**src/rtl/trap_entry_seq.sv**
```systemverilog
// Trap entry/return sequencer: writes xEPC/xCAUSE/xTVAL over the shared CSR port,
// pulses the status update, then redirects fetch and switches privilege.
module trap_entry_seq #(
    parameter int unsigned XLEN     = 64,
    parameter logic [11:0] A_MEPC   = 12'h341,
    parameter logic [11:0] A_MCAUSE = 12'h342,
    parameter logic [11:0] A_MTVAL  = 12'h343,
    parameter logic [11:0] A_SEPC   = 12'h141,
    parameter logic [11:0] A_SCAUSE = 12'h142,
    parameter logic [11:0] A_STVAL  = 12'h143
) (
    input  logic            clk,
    input  logic            rst,
    input  logic [3:0]      priv,
    input  logic            exc_target_m,
    input  logic            exc_target_s,
    input  logic [XLEN-1:0] exc_cause,
    input  logic [XLEN-1:0] exc_pc,
    input  logic [XLEN-1:0] exc_tval,
    input  logic            mret,
    input  logic            sret,
    input  logic [XLEN-1:0] mtvec,
    input  logic [XLEN-1:0] stvec,
    input  logic [XLEN-1:0] mepc,
    input  logic [XLEN-1:0] sepc,
    input  logic [1:0]      mpp,
    input  logic            spp,
    output logic            csr_we,
    output logic [11:0]     csr_waddr,
    output logic [XLEN-1:0] csr_wdata,
    output logic            stat_trap_m,
    output logic            stat_trap_s,
    output logic            stat_ret_m,
    output logic            stat_ret_s,
    output logic            redirect,
    output logic [XLEN-1:0] pc_target,
    output logic            priv_we,
    output logic [3:0]      priv_next,
    output logic            stall
);

    typedef enum logic [2:0] {
        ST_IDLE,
        ST_W_EPC,
        ST_W_CAUSE,
        ST_W_TVAL,
        ST_W_STAT,
        ST_REDIR,
        ST_RET
    } state_t;

    localparam logic [3:0]      PRIV_M     = 4'b1000;
    localparam logic [3:0]      PRIV_S     = 4'b0010;
    localparam logic [3:0]      PRIV_U     = 4'b0001;
    localparam logic [XLEN-1:0] TVEC_MASK  = {{(XLEN-2){1'b1}}, 2'b00};

    state_t            r_state;
    state_t            w_state_nxt;
    logic              r_tgt_m;     // exception: target is M; return: mret (vs sret)
    logic [XLEN-1:0]   r_cause;
    logic [XLEN-1:0]   r_pc;
    logic [XLEN-1:0]   r_tval;
    logic [3:0]        r_priv;

    logic              w_take_exc;
    logic              w_acc_mret;
    logic              w_acc_sret;
    logic              w_accept;

    // A ret from too low a privilege is dropped here; the decoder raises ill_ins for it.
    assign w_take_exc = exc_target_m | exc_target_s;
    assign w_acc_mret = ~w_take_exc & mret & (|(priv & 4'b1000));
    assign w_acc_sret = ~w_take_exc & ~mret & sret & (|(priv & 4'b1010));
    assign w_accept   = ~rst & (r_state == ST_IDLE) & (w_take_exc | w_acc_mret | w_acc_sret);

    always_ff @(posedge clk) begin
        if (rst) begin
            r_state <= ST_IDLE;
            r_tgt_m <= 1'b0;
            r_cause <= '0;
            r_pc    <= '0;
            r_tval  <= '0;
            r_priv  <= '0;
        end else begin
            r_state <= w_state_nxt;
            if (w_accept) begin
                r_tgt_m <= exc_target_m | (~exc_target_s & w_acc_mret);
                r_cause <= exc_cause;
                r_pc    <= exc_pc;
                r_tval  <= exc_tval;
                r_priv  <= priv;
            end
        end
    end

    always_comb begin
        w_state_nxt = r_state;
        csr_we      = 1'b0;
        csr_waddr   = '0;
        csr_wdata   = '0;
        stat_trap_m = 1'b0;
        stat_trap_s = 1'b0;
        stat_ret_m  = 1'b0;
        stat_ret_s  = 1'b0;
        redirect    = 1'b0;
        pc_target   = '0;
        priv_we     = 1'b0;
        priv_next   = '0;
        stall       = (r_state != ST_IDLE) | w_accept;

        case (r_state)
            ST_IDLE: begin
                if (w_accept) w_state_nxt = w_take_exc ? ST_W_EPC : ST_RET;
            end
            ST_W_EPC: begin
                csr_we      = 1'b1;
                csr_waddr   = r_tgt_m ? A_MEPC : A_SEPC;
                csr_wdata   = r_pc;
                w_state_nxt = ST_W_CAUSE;
            end
            ST_W_CAUSE: begin
                csr_we      = 1'b1;
                csr_waddr   = r_tgt_m ? A_MCAUSE : A_SCAUSE;
                csr_wdata   = r_cause;
                w_state_nxt = ST_W_TVAL;
            end
            ST_W_TVAL: begin
                csr_we      = 1'b1;
                csr_waddr   = r_tgt_m ? A_MTVAL : A_STVAL;
                csr_wdata   = r_tval;
                w_state_nxt = ST_W_STAT;
            end
            ST_W_STAT: begin
                stat_trap_m = r_tgt_m;
                stat_trap_s = ~r_tgt_m;
                w_state_nxt = ST_REDIR;
            end
            ST_REDIR: begin
                redirect    = 1'b1;
                priv_we     = 1'b1;
                pc_target   = (r_tgt_m ? mtvec : stvec) & TVEC_MASK;
                priv_next   = r_tgt_m ? PRIV_M : PRIV_S;
                w_state_nxt = ST_IDLE;
            end
            ST_RET: begin
                redirect = 1'b1;
                priv_we  = 1'b1;
                if (r_tgt_m) begin
                    stat_ret_m = 1'b1;
                    pc_target  = mepc;
                    case (mpp)
                        2'b11:   priv_next = PRIV_M;
                        2'b01:   priv_next = PRIV_S;
                        default: priv_next = PRIV_U;
                    endcase
                end else begin
                    stat_ret_s = 1'b1;
                    pc_target  = sepc;
                    priv_next  = spp ? PRIV_S : PRIV_U;
                end
                w_state_nxt = ST_IDLE;
            end
            default: w_state_nxt = ST_IDLE;
        endcase
    end

endmodule

```
**config.mk**
```make
export PLATFORM = sky130hd
export DESIGN_NAME = trap_entry_seq
export DESIGN_NICKNAME = d
export VERILOG_FILES = /design/src/rtl/trap_entry_seq.sv
export SDC_FILE = /design/constraint.sdc
export NUM_CORES = 1
export LEC_CHECK = 0
export CAP_MARGIN = 20
export CORE_AREA = 5 5 237 239
export CTS_BUF_LIST = sky130_fd_sc_hd__clkbuf_2 sky130_fd_sc_hd__clkbuf_4 sky130_fd_sc_hd__clkbuf_8
export CTS_CLUSTER_SIZE = 40
export DETAILED_ROUTE_END_ITERATION = 16
export DIE_AREA = 0 0 242 244
export PLACE_DENSITY = 0.44
export SYNTH_ARGS = -nofsm -noshare
export SYNTH_HDL_FRONTEND = slang
export SYNTH_SLANG_ARGS = --single-unit
```
**constraint.sdc**
```tcl
create_clock -name clk -period 5.05 [get_ports clk]
set_clock_uncertainty 0.2 [all_clocks]
set_input_delay 1.01 -clock clk [delete_from_list [all_inputs] [get_ports clk]]
set_output_delay 1.01 -clock clk [all_outputs]
set_load 0.02 [all_outputs]
```
==> results of run 1 <==
## through the flow
stage	total power (W)	setup slack [ps]
CTS	0.00473	329
detailed placement	0.00363	330
finish	0.00465	422
global route	0.00494	299
global placement	0.00362	356
floorplan	0.00286	1790
## layout make-up
class | instances | share of cell area [%]
antenna | 4 | 0.0578
clock inverter | 14 | 0.975
sequential | 196 | 22.7
tap | 696 | 5.03
clock buffer | 17 | 1.35
timing repair buffer | 618 | 35.8
multi-input combinational | 1010 | 34.1
## final timing paths
kind	endpoint	depth (start not counted)	slack, ps	startpoint
max reg2reg	r_pc[42]$_SDFFE_PP0P_	6	1930	r_state[0]$_SDFFE_PP0P_
min reg2reg	r_tval[26]$_SDFFE_PP0P_	2	260	r_tval[26]$_SDFFE_PP0P_
min	r_tval[26]$_SDFFE_PP0P_	2	260	r_tval[26]$_SDFFE_PP0P_
max	stall	7	420	mret
## worst register-to-register path, stage by stage (launching register included)
cell,delay [ps]
dfxtp_4,580
buf_4,710
nor3_2,240
o311ai_4,140
buf_12,640
nand2_1,360
a21oi_1,170
## logic make-up after synthesis
family	after synthesis
buffers and inverters	136
DFF	196
other	1
AOI/OAI and AO/OA	332
muxes	190
and+or+nand+nor	480
## power breakdown
group / internal (W) / total (W) / switching [W]
combinational: 0.000819 / 0.00171 / 0.000891
clock: 0.000453 / 0.00109 / 0.000632
sequential: 0.00173 / 0.00186 / 0.000132
## layer usage
layer | vias to the layer above | share of wire [%] | GRT usage, %
met4 | 28 | 0.77 | 1.81
met2 | 362 | 50 | 36.3
li1 | 5592 | - | -
met3 | 64 | 6.5 | 6.73
met5 | - | 0.29 | 0
met1 | 5518 | 42 | 25.0
## flip-flops by register name (all words and copies together), names as in the netlist
name / cells
r_state: 3
r_tgt_m: 1
r_pc: 64
r_cause: 64
r_tval: 64
## layout by cell type (no fill, tap or decap), types with 10 or more instances in the layout
cell type,synthesis,final
o22ai_1,64,64
clkbuf_8,1,17
buf_4,16,15
nand2_1,378,376
a21oi_2,10,10
a21oi_1,184,184
clkdlybuf4s50_1,0,597
nand2_2,10,12
dfxtp_1,196,192
a22oi_1,65,65
mux2_2,64,64
nor2_1,72,72
mux2i_1,126,126
==> results.rst, run 1 <==
.. list-table::
   :header-rows: 1

   * - Metric
     - Value
   * - Dominant cells by area after synthesis
     - dfxtp_1, nand2_1, mux2i_1, a21oi_1, mux2_2
   * - Final-report hold violation count
     - 0
   * - Max Slew Vio Count
     - 0
   * - Max stage delay cell, worst path
     - clkdlybuf4s50_1
   * - Total setup violations reported at the end of the flow
     - 0
   * - Slowest cell delay on critical path
     - approximately 610 ps
   * - Clock buffer depth
     - 2
   * - CTS root buf
     - clkbuf_8
   * - Post-CTS sizing
     - 0
   * - Multiplexer share of the synthesized area
     - 18.8%
   * - Most common cell in the synthesized netlist
     - nand2_1
   * - Die Footprint
     - 59000 um2
   * - Number of post-CTS setup repair buffers
     - 0
   * - Max-cap violation count
     - 0
   * - TritonCTS clock tree
     - done
   * - First-pass iteration count of the detailed router
     - 5
   * - Number of antenna violations at the first check in global routing
     - 25
   * - Worst path required time
     - ~3800 ps
   * - Worst min-delay path class
     - reg -> reg
   * - Syn avg cell area
     - 7.88 um2
   * - Unrepaired setup endpoints after global routing
     - no
   * - Post-synth EDFFs
     - 0
   * - Number of H-tree levels
     - 4
   * - HPWL Detailed
     - 48.9 mm
   * - Mean number of vias per cell
     - between 4 and 5
   * - Number of distinct library cell variants in the gate-level netlist after synthesis
     - 35
   * - PwrDens
     - 269 nW/um2
   * - Simple-gate share of the synthesized area
     - 17.9%
   * - Fraction of synthesized cell area in xor and xnor cells
     - 0%
   * - Vertical extent of the die
     - 244 um
   * - Worst vdd ir
     - 0.173 mV
   * - Post-synthesis compound-gate area fraction
     - between 10% and 20%
   * - Aggregate routed wire length
     - 63.5 mm
   * - Final cycle utilization of the critical path
     - 91.6%
   * - Top-level port count
     - 613
   * - TritonCTS buffer count
     - 17
   * - Nets
     - 2304
   * - GP Congestion
     - 0.901
   * - Fraction of the mapped netlist area in adder cells
     - 0%
   * - Critical Path Sink Type
     - output port
   * - Start-to-end type of the worst setup path
     - in -> out
   * - Filler cell count
     - between 5000 and 6000
   * - Violation count after the first detailed-route iteration
     - 655
   * - Global-route wire length before repair
     - approximately 89 mm
   * - Top FF cell, synth
     - dfxtp_1
   * - Setup Total Neg Slack
     - 0 ps
   * - Cell Area, Placed
     - 16900 um2
   * - Slew HR
     - between 30% and 40%
   * - Layout overhead on the synthesized area
     - 64.8%
   * - GR Util All Layers
     - 20.4%
   * - Clock sink count
     - 196
   * - Chain of cells forming the critical path
     - clkdlybuf4s50_1 > nor2b_1 > o22ai_1 > nor2b_1 > o21ai_0 > buf_4 > clkdlybuf4s50_1
   * - Leakage
     - 6.28 nW
   * - Critical path launch point type
     - primary input
   * - Top delay family on crit path
     - buffers and inverters
   * - Fraction of post-synthesis cell area in the top cell type by area
     - 37.3%
   * - Highest clock rate
     - 216 MHz
   * - Number of DRC violations after detailed routing
     - 0
   * - Hold bufs inserted after CTS
     - 0
   * - Number of storage elements in the synthesis netlist
     - 196
   * - Placeable core area
     - about 54000 um2
   * - Clock latency reported for the late side of the worst-skew pair
     - 480 ps
   * - Number of input and output port buffers inserted
     - between 500 and 600
   * - Share of synthesized registers carrying an async set or reset
     - 0%
   * - Number of global-route vias before repair
     - around 12000
   * - Multi-input logic area
     - around 5900 um2
   * - Post-DR wirelength/cell
     - 24.8 um
   * - Worst EP arrival
     - 3420 ps
   * - Leading cell types by count after synthesis
     - nand2_1, dfxtp_1, a21oi_1
   * - Hold Slack
     - between 200 and 300 ps
   * - Proportion of synthesized chip area in sequential cells
     - 37.3%
   * - Post-route standard cell area excluding fillers
     - around 17000 um2
   * - Count of placed standard cells in the final layout, fillers left out
     - 2555
   * - Cell taking the most area after synthesis
     - dfxtp_1
   * - Syn Inst Count
     - 1335
   * - Sequential cell area
     - 3940 um2
   * - Post-synthesis instance area
     - 10500 um2
   * - Yosys warning total
     - 0
   * - CTS clk-pin slew, worst paths
     - 100 ps
   * - Worst Max-Slew Pin Slew
     - slightly above 1000 ps
   * - Num rows
     - 85
   * - Remaining antenna violation count after routing
     - 0
   * - Dominant combinational cell family by area after synthesis
     - compound AO/OA/AOI/OAI gates
   * - Die X-Extent
     - 242 um
   * - Instance count after placement with tap cells included
     - 2520
   * - Pin count of the biggest net entering global routing
     - 193
   * - Post-layout util
     - 32.3%
   * - Worst path buffer plus inverter count
     - 3
   * - Final critical delay including setup and external delays
     - 4630 ps
   * - Global route total overflow
     - 0
   * - Max Fanout on Critical Path
     - 4
   * - Total number of vias
     - 11564
   * - Starting utilization of the core area
     - 19.6%
   * - Run status
     - finished clean
   * - Layout cells sized above 1
     - 7.92%
Note: power is estimated with default switching activity, not from simulation.
==> run 2, diff against run 1 <==
==> constraint.sdc (replaced) <==
create_clock -name clk -period 5.05 [get_ports clk]
set_clock_uncertainty 0.2 [all_clocks]
set_input_delay 0.505 -clock clk [delete_from_list [all_inputs] [get_ports clk]]
set_output_delay 0.505 -clock clk [all_outputs]
set_load 0.02 [all_outputs]
==> results.rst, run 2 (synthesis results as in run 1) <==
.. list-table::
   :header-rows: 1

   * - Metric
     - Value
   * - Count of cells along the worst register-to-register path
     - 7 (was 6)
   * - Top delay family on crit path
     - buffers and inverters (unchanged)
   * - Instance count after placement with tap cells included
     - 2519 (was 2520)
   * - Internal Dissipation
     - 0.00306 W (was 0.00300 W)
   * - Pin count of the biggest net entering global routing
     - 194 (was 193)
   * - Placeable core area
     - 53600 um2 (unchanged)
   * - Chain of cells forming the critical path
     - nor2b_1 > nand2_2 > buf_4 > o22ai_1 > clkdlybuf4s50_1 (was clkdlybuf4s50_1 > nor2b_1 > o22ai_1 > nor2b_1 > o21ai_0 > buf_4 > clkdlybuf4s50_1)
   * - Number of H-tree levels
     - 4 (unchanged)
   * - Layout overhead on the synthesized area
     - 65.1% (was 64.8%)
   * - Layout cells sized above 1
     - 7.97% (was 7.92%)
   * - CTS root buf
     - clkbuf_8 (unchanged)
   * - Violation count after the first detailed-route iteration
     - 680 (was 655)
   * - Unrepaired setup endpoints after global routing
     - no (unchanged)
   * - Num rows
     - 85 (unchanged)
   * - Worst path buffer plus inverter count
     - 2 (was 3)
   * - Final cycle utilization of the critical path
     - 85.7% (was 91.6%)
   * - Hold bufs inserted after CTS
     - 0 (unchanged)
   * - HPWL Detailed
     - 49.0 mm (was 48.9 mm)
   * - GP Congestion
     - 0.922 (was 0.901)
   * - Count of placed standard cells in the final layout, fillers left out
     - 2565 (was 2555)
   * - Clock buffer depth
     - 2 (unchanged)
   * - Mean number of vias per cell
     - 4.54 (was 4.53)
   * - Clock latency reported for the late side of the worst-skew pair
     - 500 ps (was 480 ps)
   * - Setup Total Neg Slack
     - 0 ps (unchanged)
   * - Sequential fraction of design power
     - 39.6% (was 39.9%)
   * - Total setup violations reported at the end of the flow
     - 0 (unchanged)
   * - Leading cell type in the layout, fill and taps excluded
     - clkdlybuf4s50_1 (unchanged)
   * - Total number of vias
     - 11638 (was 11564)
   * - Worst min-delay path class
     - reg -> reg (unchanged)
   * - Aggregate routed wire length
     - 64.0 mm (was 63.5 mm)
   * - Number of global-route vias before repair
     - 11752 (was 11724)
   * - Net switching component of the power
     - 0.00165 W (about the same)
   * - TritonCTS buffer count
     - 17 (unchanged)
   * - Starting utilization of the core area
     - 19.6% (unchanged)
   * - Worst Min Path Start
     - r_pc[16]$_SDFFE_PP0P_ (was r_tval[26]$_SDFFE_PP0P_)
   * - Worst vdd ir
     - 0.165 mV (was 0.173 mV)
   * - Remaining antenna violation count after routing
     - 0 (unchanged)
   * - Number of cells on the critical path
     - 5 (was 7)
   * - Number of antenna violations at the first check in global routing
     - 34 (was 25)
   * - Start-to-end type of the worst setup path
     - reg -> out (was in -> out)
   * - Clock sink count
     - 196 (unchanged)
   * - Leakage
     - 6.29 nW (was 6.28 nW)
   * - Hold Path Depth
     - 2 (unchanged)
   * - Number of DRC violations after detailed routing
     - 0 (unchanged)
   * - Hold Slack
     - 258 ps (about the same)
   * - Max stage delay cell, worst path
     - clkdlybuf4s50_1 (unchanged)
   * - Number of post-CTS setup repair buffers
     - 0 (unchanged)
   * - Endpoint of the worst hold path
     - r_pc[16]$_SDFFE_PP0P_ (was r_tval[26]$_SDFFE_PP0P_)
   * - Top library cells by usage in the layout, fill and taps aside
     - clkdlybuf4s50_1, nand2_1, dfxtp_1 (unchanged)
   * - Clock share of power
     - 24.1% (was 23.3%)
   * - Sw frac
     - 35.1% (was 35.6%)
   * - Die X-Extent
     - 242 um (unchanged)
   * - CTS clk-pin slew, worst paths
     - 100 ps (about the same)
   * - GR Util All Layers
     - 20.5% (was 20.4%)
   * - Multi-input logic area
     - 5900 um2 (unchanged)
   * - Post-CTS sizing
     - 0 (unchanged)
   * - TritonCTS clock tree
     - done (unchanged)
   * - Run status
     - finished clean (unchanged)
   * - Sequential cell area
     - 3940 um2 (unchanged)
   * - Filler cell count
     - 5775 (was 5757)
   * - Top-level port count
     - 613 (unchanged)
   * - Critical path launch point type
     - register (was primary input)
   * - Flop-to-flop setup slack
     - 1850 ps (was 1930 ps)
   * - Global route total overflow
     - 0 (unchanged)
   * - Max Slew Vio Count
     - 0 (unchanged)
   * - Slowest cell delay on critical path
     - 700 ps (was 610 ps)
   * - Max-cap violation count
     - 0 (unchanged)
   * - Slew HR
     - 22.6% (was 31.5%)
   * - Critical Path Sink Type
     - output port (unchanged)
   * - PwrDens
     - 271 nW/um2 (was 269 nW/um2)
   * - Worst EP arrival
     - 3620 ps (was 3420 ps)
   * - Worst Max-Slew Pin Slew
     - 1160 ps (was 1030 ps)
   * - Global-route wire length before repair
     - 88.6 mm (was 88.7 mm)
   * - Nets
     - 2304 (unchanged)
   * - Worst path required time
     - 4350 ps (was 3840 ps)
   * - First-pass iteration count of the detailed router
     - 5 (unchanged)
   * - Total Power
     - 0.00471 W (was 0.00465 W)
   * - Registers with the highest flip-flop counts
     - r_cause (64), r_pc (64), r_tval (64) (unchanged)
   * - Post-DR wirelength/cell
     - 24.9 um (was 24.8 um)
   * - Max Fanout on Critical Path
     - 44 (was 4)
   * - Die Footprint
     - 59000 um2 (unchanged)
   * - Logic pwr share
     - 36.3% (was 36.7%)
   * - Vertical extent of the die
     - 244 um (unchanged)
   * - Final-report hold violation count
     - 0 (unchanged)
   * - Launching point of the worst reg2reg path
     - r_state[0]$_SDFFE_PP0P_ (unchanged)
   * - Reg-to-reg critical path endpoint
     - r_pc[36]$_SDFFE_PP0P_ (was r_pc[42]$_SDFFE_PP0P_)
   * - Highest clock rate
     - 231 MHz (was 216 MHz)
   * - Final critical delay including setup and external delays
     - 4330 ps (was 4630 ps)
   * - Number of input and output port buffers inserted
     - 598 (unchanged)
## run 2: worst max-delay path by stage
stage / start / to / slack (ps)
6_report: r_state[1]$_SDFFE_PP0P_ / pc_target[50] / 720
5_1_grt: r_state[1]$_SDFFE_PP0P_ / csr_wdata[57] / 530
4_1_cts: r_state[1]$_SDFFE_PP0P_ / csr_wdata[57] / 540
3_5_place_dp: r_state[1]$_SDFFE_PP0P_ / csr_wdata[57] / 1150
3_3_place_gp: r_state[1]$_SDFFE_PP0P_ / csr_wdata[57] / 1180
2_1_floorplan: r_tgt_m$_SDFFE_PP0P_ / stat_trap_s / 2730
## run 2: layer usage
metal | wire (um) | vias to the layer above | global-route usage [%]
li1 | - | 5614 | -
met1 | 26300 | 5517 | 24.6
met5 | 229 | - | 0
met2 | 31200 | 401 | 34.9
met3 | 5140 | 72 | 7.63
met4 | 1070 | 34 | 4.70
## run 2: area by class of cell
| type | count | area share, % |
|---|---|---|
| clock buffer | 18 | 1.43 |
| sequential | 196 | 22.7 |
| antenna | 13 | 0.187 |
| clock inverter | 14 | 1.01 |
| timing repair buffer | 618 | 35.7 |
| multi-input combinational | 1010 | 34.0 |
| tap | 696 | 5.02 |
## run 2: metrics by stage
stage	worst slack (ps)	area, um2	util, %
after floorplan	2730	10500	-
after global placement	1180	16900	31.5
after detailed placement	1150	16900	31.5
after CTS	543	17300	32.3
after global routing	529	17400	32.4
final	720	17400	32.4
## run 2: worst reg2reg max path, cell delays in order, from the launching register on
cell and delay [ps]:
dfxtp_4 350, buf_4 280, buf_4 390, nor3_2 450
o311a_4 270, buf_12 420, nand2_1 610, a21oi_1 160
## run 2: power by group through the flow
stage | clock [W] | combinational (W) | sequential [W]
after detailed placement | 0 | 0.00172 | 0.00190
after CTS | 0.00119 | 0.00173 | 0.00187
after global placement | 0 | 0.00171 | 0.00190
final | 0.00113 | 0.00171 | 0.00187
after floorplan | 0 | 0.00104 | 0.00182
after global routing | 0.00126 | 0.00186 | 0.00189
